<file path="src/rtl/venus_mem_pkg.sv">
// Shared definitions for the instruction-memory subsystem: the arbiter state
// encoding, the memory geometry and the instruction fetch substitutes while stalled.
package venus_mem_pkg;

    typedef enum logic {
        F_OWN = 1'b0,
        L_OWN = 1'b1
    } arb_state_e;

    localparam int IMEM_ADDR = 16;
    localparam int IMEM_WORD = 32;

    localparam logic [IMEM_WORD-1:0] NOP_INST = 32'h3C00_0000;

endpackage

</file>
<file path="src/rtl/imem_port_arbiter.sv">
// Arbitrates the single-port instruction memory between fetch (priority, read-only)
// and the loader/debug port, with a wait counter and bounded bursts for loader progress.
module imem_port_arbiter
    import venus_mem_pkg::*;
#(
    parameter int ADDR     = IMEM_ADDR,
    parameter int WORD     = IMEM_WORD,
    parameter int MAX_WAIT = 8,
    parameter int BURST    = 4
) (
    input  logic            clk,
    input  logic            rst,
    input  logic            f_req,
    input  logic [ADDR-1:0] f_addr,
    output logic            f_gnt,
    output logic            f_valid,
    output logic [WORD-1:0] f_q,
    output logic            fetch_stall,
    input  logic            l_req,
    input  logic            l_we,
    input  logic [ADDR-1:0] l_addr,
    input  logic [WORD-1:0] l_d,
    output logic            l_gnt,
    output logic            l_valid,
    output logic [WORD-1:0] l_q,
    output logic [ADDR-1:0] mem_a,
    output logic            mem_w,
    output logic [WORD-1:0] mem_d,
    input  logic [WORD-1:0] mem_q
);

    localparam int WW = (MAX_WAIT > 1) ? $clog2(MAX_WAIT) : 1;
    localparam int BW = (BURST > 1) ? $clog2(BURST) : 1;

    localparam logic [WW-1:0] WAIT_LAST  = WW'(MAX_WAIT - 1);
    localparam logic [BW-1:0] BURST_LAST = BW'(BURST - 1);

    arb_state_e    state_q, state_d;
    logic [WW-1:0] wait_cnt_q, wait_cnt_d;
    logic [BW-1:0] burst_cnt_q, burst_cnt_d;
    logic          f_valid_q, l_valid_q;

    always_ff @(posedge clk) begin
        if (rst) begin
            state_q     <= F_OWN;
            wait_cnt_q  <= '0;
            burst_cnt_q <= '0;
            f_valid_q   <= 1'b0;
            l_valid_q   <= 1'b0;
        end else begin
            state_q     <= state_d;
            wait_cnt_q  <= wait_cnt_d;
            burst_cnt_q <= burst_cnt_d;
            f_valid_q   <= f_gnt;
            l_valid_q   <= l_gnt & ~l_we;
        end
    end

    always_comb begin
        state_d     = state_q;
        wait_cnt_d  = wait_cnt_q;
        burst_cnt_d = burst_cnt_q;
        f_gnt       = 1'b0;
        l_gnt       = 1'b0;
        fetch_stall = 1'b0;
        if (!rst) begin
            case (state_q)
                F_OWN: begin
                    f_gnt = f_req;
                    l_gnt = l_req & ~f_req;
                    if (l_gnt || !l_req) begin
                        wait_cnt_d = '0;
                    end else if (wait_cnt_q == WAIT_LAST) begin
                        // Loader starved long enough: hand it the memory for a burst.
                        state_d     = L_OWN;
                        wait_cnt_d  = '0;
                        burst_cnt_d = '0;
                    end else begin
                        wait_cnt_d = wait_cnt_q + 1'b1;
                    end
                end
                L_OWN: begin
                    l_gnt       = l_req;
                    fetch_stall = f_req;
                    wait_cnt_d  = '0;
                    if (!l_req || burst_cnt_q == BURST_LAST) begin
                        state_d     = F_OWN;
                        burst_cnt_d = '0;
                    end else begin
                        burst_cnt_d = burst_cnt_q + 1'b1;
                    end
                end
                default: state_d = F_OWN;
            endcase
        end
    end

    assign mem_a   = l_gnt ? l_addr : f_addr;
    assign mem_w   = l_gnt & l_we;
    assign mem_d   = l_d;
    assign f_valid = f_valid_q;
    assign l_valid = l_valid_q;
    assign f_q     = mem_q;
    assign l_q     = mem_q;

endmodule

</file>
<file path="config.mk">
export PLATFORM = sky130hd
export DESIGN_NAME = imem_port_arbiter
export DESIGN_NICKNAME = d
export VERILOG_FILES = /design/src/rtl/venus_mem_pkg.sv /design/src/rtl/imem_port_arbiter.sv
export SDC_FILE = /design/constraint.sdc
export NUM_CORES = 1
export LEC_CHECK = 0
export ABC_AREA = 1
export CAP_MARGIN = 20
export CORE_AREA = 3 3 84 86
export DETAILED_ROUTE_END_ITERATION = 7
export DIE_AREA = 0 0 87 89
export PLACE_DENSITY = 0.77
export RECOVER_POWER = 50
export SKIP_CTS_REPAIR_TIMING = 1
export SYNTH_ARGS = -nofsm -noshare
export SYNTH_HDL_FRONTEND = slang
export SYNTH_SLANG_ARGS = --single-unit
</file>
<file path="constraint.sdc">
create_clock -name clk -period 2.6 [get_ports clk]
set_input_delay 0.78 -clock clk [delete_from_list [all_inputs] [get_ports clk]]
set_output_delay 0.78 -clock clk [all_outputs]
set_load 0.02 [all_outputs]
</file>
# Yosys cells after proc, flatten, opt, wreduce, memory -nomap -nowiden
# Cells that the tools add are included.
dict set report word_totals {
  ff_bits 8
  out_inout_bits 118
  word_cells 39
}
dict set report op_classes {
  add_sub_neg 2
  eq_ne 4
  muxes 18
  bitwise_logic 6
  reduce_logical 4
}
# op count
set ops {}
lappend ops {{2-to-1 mux 16 bit} 1}
lappend ops {{2-to-1 mux 1 bit} 8}
lappend ops {{2-to-1 mux 2 bit} 3}
lappend ops {{2-to-1 mux 3 bit} 2}
lappend ops {{case mux 3 bit (2 select lines)} 1}
lappend ops {{!= test 2 bit, second input constant} 2}
lappend ops {{case mux 1 bit (2 select lines)} 2}
lappend ops {{case mux 2 bit (2 select lines)} 1}
lappend ops {{adder 3 x 1 -> 3 bit, second input constant} 1}
lappend ops {{AND 1 bit} 3}
lappend ops {{== test 3 bit, second input constant} 1}
lappend ops {{NOT 1 bit} 3}
lappend ops {{adder 2 x 1 -> 2 bit, second input constant} 1}
lappend ops {{== test 2 bit, second input constant} 1}
lappend ops {{logical OR 1 bit} 2}
lappend ops {{AND reduction 2 bit} 1}
lappend ops {{logical NOT 1 bit} 1}

# Logic depth before layout (Yosys ltp)
dict set report logic_depth {
  word_depth 5
  depth_mapped 7
  ltp_nobuf 7
}

# Least setup slack after synthesis
# OpenSTA, ideal clock, no wires.
dict set report synth_path {
  kind {input -> output}
  start {input port rst}
  end {output port mem_w}
  arrival_time_ps 1563
  required_time_ps 1820
  slack_ps 257
  cell_stages 5
  path_buffers 2
  cell_sequence {buf_6 > nor2_8 > nand2_8 > buf_4 > nor2_1}
}
dict set report synth_via {
  elab_chain_cells 2
}
# element line_no
set synth_lines {}
lappend synth_lines {{from (decl)} imem_port_arbiter.sv:12} ;# input logic rst,
lappend synth_lines {{2-to-1 mux 1 bit} imem_port_arbiter.sv:66} ;# if (!rst) begin
lappend synth_lines {{AND 1 bit} imem_port_arbiter.sv:99} ;# assign mem_w = l_gnt & l_we;
lappend synth_lines {{to (decl)} imem_port_arbiter.sv:27} ;# output logic mem_w,
# No other way between the ends.

# Worst setup path in the final report
dict set report layout_path {
  start {input port rst}
  end {output port mem_a[5]}
}
dict set report layout_via {
  elab_chain_cells 2
}
# element line_no
set layout_lines {}
lappend layout_lines {{2-to-1 mux 1 bit} imem_port_arbiter.sv:66}
lappend layout_lines {{2-to-1 mux 16 bit} imem_port_arbiter.sv:98} ;# assign mem_a = l_gnt ? l_addr : f_addr;
lappend layout_lines {{to (decl)} imem_port_arbiter.sv:26} ;# output logic [ADDR-1:0] mem_a,
# No other way between the ends.

==> metrics <==
status=complete, no violations; sequential share of power=28.7%; Area contributors post-synth=buf_4 54%, nand2_1 15%, dfxtp_1 12%; combinational power share=37.1%; fin util=21.0%; die area=7740 µm²; # Max-Cap Violations=0; post-route antenna net violation count=0; final setup fails=0; setup_tns=0 ns; max_slew headroom=80.6%; TritonCTS clock tree=yes; GRT Util Overall=7.09%; CP Capture Type=output pin; number of global-route vias before repair=791; Pre-antenna DRT Iters=4; synthesized net count=303; DRC=0; RSZ-0062 raised after global routing=no; Slew @ Worst Pin=0.291 ns; final worst path period need=2.44 ns; Crit Path Max Fanout=9; Worst-path clk slew=0.04 ns; Sw Share=28.8%; layout cell share with drive strength beyond 1=20.7%; Critical Path Most Common Cell=nand2_1; initial antenna violation count=0; Layout Skew=0.00217 ns; PD cells=329 nW/µm²; CTS root buffer=clkbuf_8; Leakage Power=0.742 nW; Initial Util=21.4%; type of the tightest min-delay check=reg -> reg; first-iteration detailed-routing DRC count=17; Critical Path RT=1.82 ns; Final Hold Viols=0; Sw Pwr=126 µW; worst vdd ir=0.201 mV; H-tree depth=1; fin nets=275; # rows=29; total clock buffers created by CTS=3; Worst EP arrival=1.66 ns; clock share of power=34.1%; post-synthesis average cell area=6.82 µm²; count leader, synth=buf_4; highest achievable clock rate=0.411 GHz; register area share after synthesis=11.8%; post-synthesis cell count=199; IO buf count=58; synthesized flop and latch total=8; chip width=87 µm; area leader, netlist=buf_4; highest-delay cell along the critical path=clkbuf_1; Core ar.=6350 µm²; via count=931; most frequent cells after synthesis=97 x buf_4, 53 x nand2_1, 12 x nor2_1, 9 x inv_1, 8 x dfxtp_1; DR WL/cell=12.7 µm; Post-Route WL=3.13 mm; routed vias/inst=3.78; Setup Crit Path Kind=in -> out; io pins=219; Synth Cell Area=1360 µm²; startpoint types=primary input; first-pass GRT wire length=4.08 mm; DPL Wire Length=2.61 mm; number of diodes=0; worst skew pair latency=0.23 ns; slowest stage delay, CP=0.24 ns; top_reg_cell synth=dfxtp_1; total gr overflow=0; largest net degree at the start of global routing=18; Max Buffers Root-to-Sink=2; internal power=312 µW; Post-synth EDFFs=0; clk sinks=8; Yosys top cell area share=53.6%; Die Span Y=89 µm; fin crit share=93.7%; Distinct cells, synth=16; Synth Warn #=0; Final Slew Violations=0; fillers=708; crit path cell chain=clkbuf_1, nor2_8, nand2_8, buf_4, nand2_1, nand2_1, clkbuf_2; area grow syn2layout=-1.94%; routability cong.=0.671; asr flop ratio synth=0%
-- per-stage QoR --
step / cell area (µm²) / setup WS, ns / total power [mW] / hold WS, ns / instances
2_1_floorplan: 1360 / 0.257 / 0.415 / 0.399 / 199
3_3_place_gp: 1330 / -0.650 / 0.307 / 0.407 / 241
3_5_place_dp: 1330 / -0.687 / 0.309 / 0.413 / 241
4_1_cts: 1370 / -0.691 / 0.463 / 0.418 / 244
5_1_grt: 1330 / 0.0698 / 0.461 / 0.426 / 246
6_report: 1330 / 0.165 / 0.438 / 0.416 / 246
-- cell families after synthesis --
family | Yosys count | synth area share, %
simple gates | 77 | 25.5
buf+inv | 110 | 59.5
flops | 8 | 11.8
fa+ha+maj | 3 | 2.77
compound gates | 1 | 0.368
-- registers in the layout (all words and copies together), names as in the netlist --
signal / cells
burst_cnt_q: 2
f_valid: 1
l_valid: 1
wait_cnt_q: 3
state_q: 1
-- power by group through the flow --
stage          clock network, mW  registers (mW)  logic [mW]
5_1_grt                    0.160           0.126       0.176
6_report                   0.150           0.126       0.163
2_1_floorplan                  0           0.130       0.285
3_3_place_gp                   0           0.128       0.179
3_5_place_dp                   0           0.128       0.181
4_1_cts                    0.155           0.126       0.181
-- cells in the final DEF (no fill, tap or decap) --
cell type        instances
clkbuf_8                 3
ha_1                     3
nand3_1                  4
inv_8                    1
inv_1                    8
buf_4                    7
clkbuf_2                13
dfxtp_1                  8
o21ai_0                  1
nand2_2                  5
clkbuf_1                 2
nor2_1                  12
nand2_1                 53
clkdlybuf4s50_1         35
nand2_8                  1
dlymetal6s2s_1           8
nor2_8                   1
buf_12                   1
nand2_4                  1
inv_2                    2
-- worst max-delay path, delay by kind of cell --
kind          cells  cell delay (ns)
buf+inv           3             0.56
simple gates      4             0.32
-- path summary, 6_finish.rpt --
| check | from | to | slack [ns] | cells after the start |
|---|---|---|---|---|
| worst max-delay path | rst | mem_a[5] | 0.16 | 7 |
| worst min-delay path | wait_cnt_q[0]$_SDFF_PP0_ | wait_cnt_q[0]$_SDFF_PP0_ | 0.42 | 1 |
| worst min register to register | wait_cnt_q[0]$_SDFF_PP0_ | wait_cnt_q[0]$_SDFF_PP0_ | 0.42 | 1 |
| worst max register to register | wait_cnt_q[0]$_SDFF_PP0_ | wait_cnt_q[2]$_SDFF_PP0_ | 1.51 | 5 |
-- area by class of cell --
class | instances | area, µm² | area share [%]
multi-input combinational | 81 | 389 | 29.2
tap | 77 | 96.3 | 7.24
timing repair buffer | 66 | 596 | 44.7
sequential | 8 | 160 | 12.0
clock buffer | 3 | 41.3 | 3.10
inverter | 11 | 48.8 | 3.67
-- metal layers --
layer / routed length [µm] / up-vias / GRT usage (%) / part of all wire [%]
met3: 634 / 46 / 5.25 / 20
met1: 918 / 353 / 6.85 / 29
li1: - / 440 / - / -
met5: 0 / - / 0 / 0
met2: 1300 / 92 / 8.42 / 42
met4: 272 / 0 / 9.35 / 8.7
(Power assumes the default switching activity.)
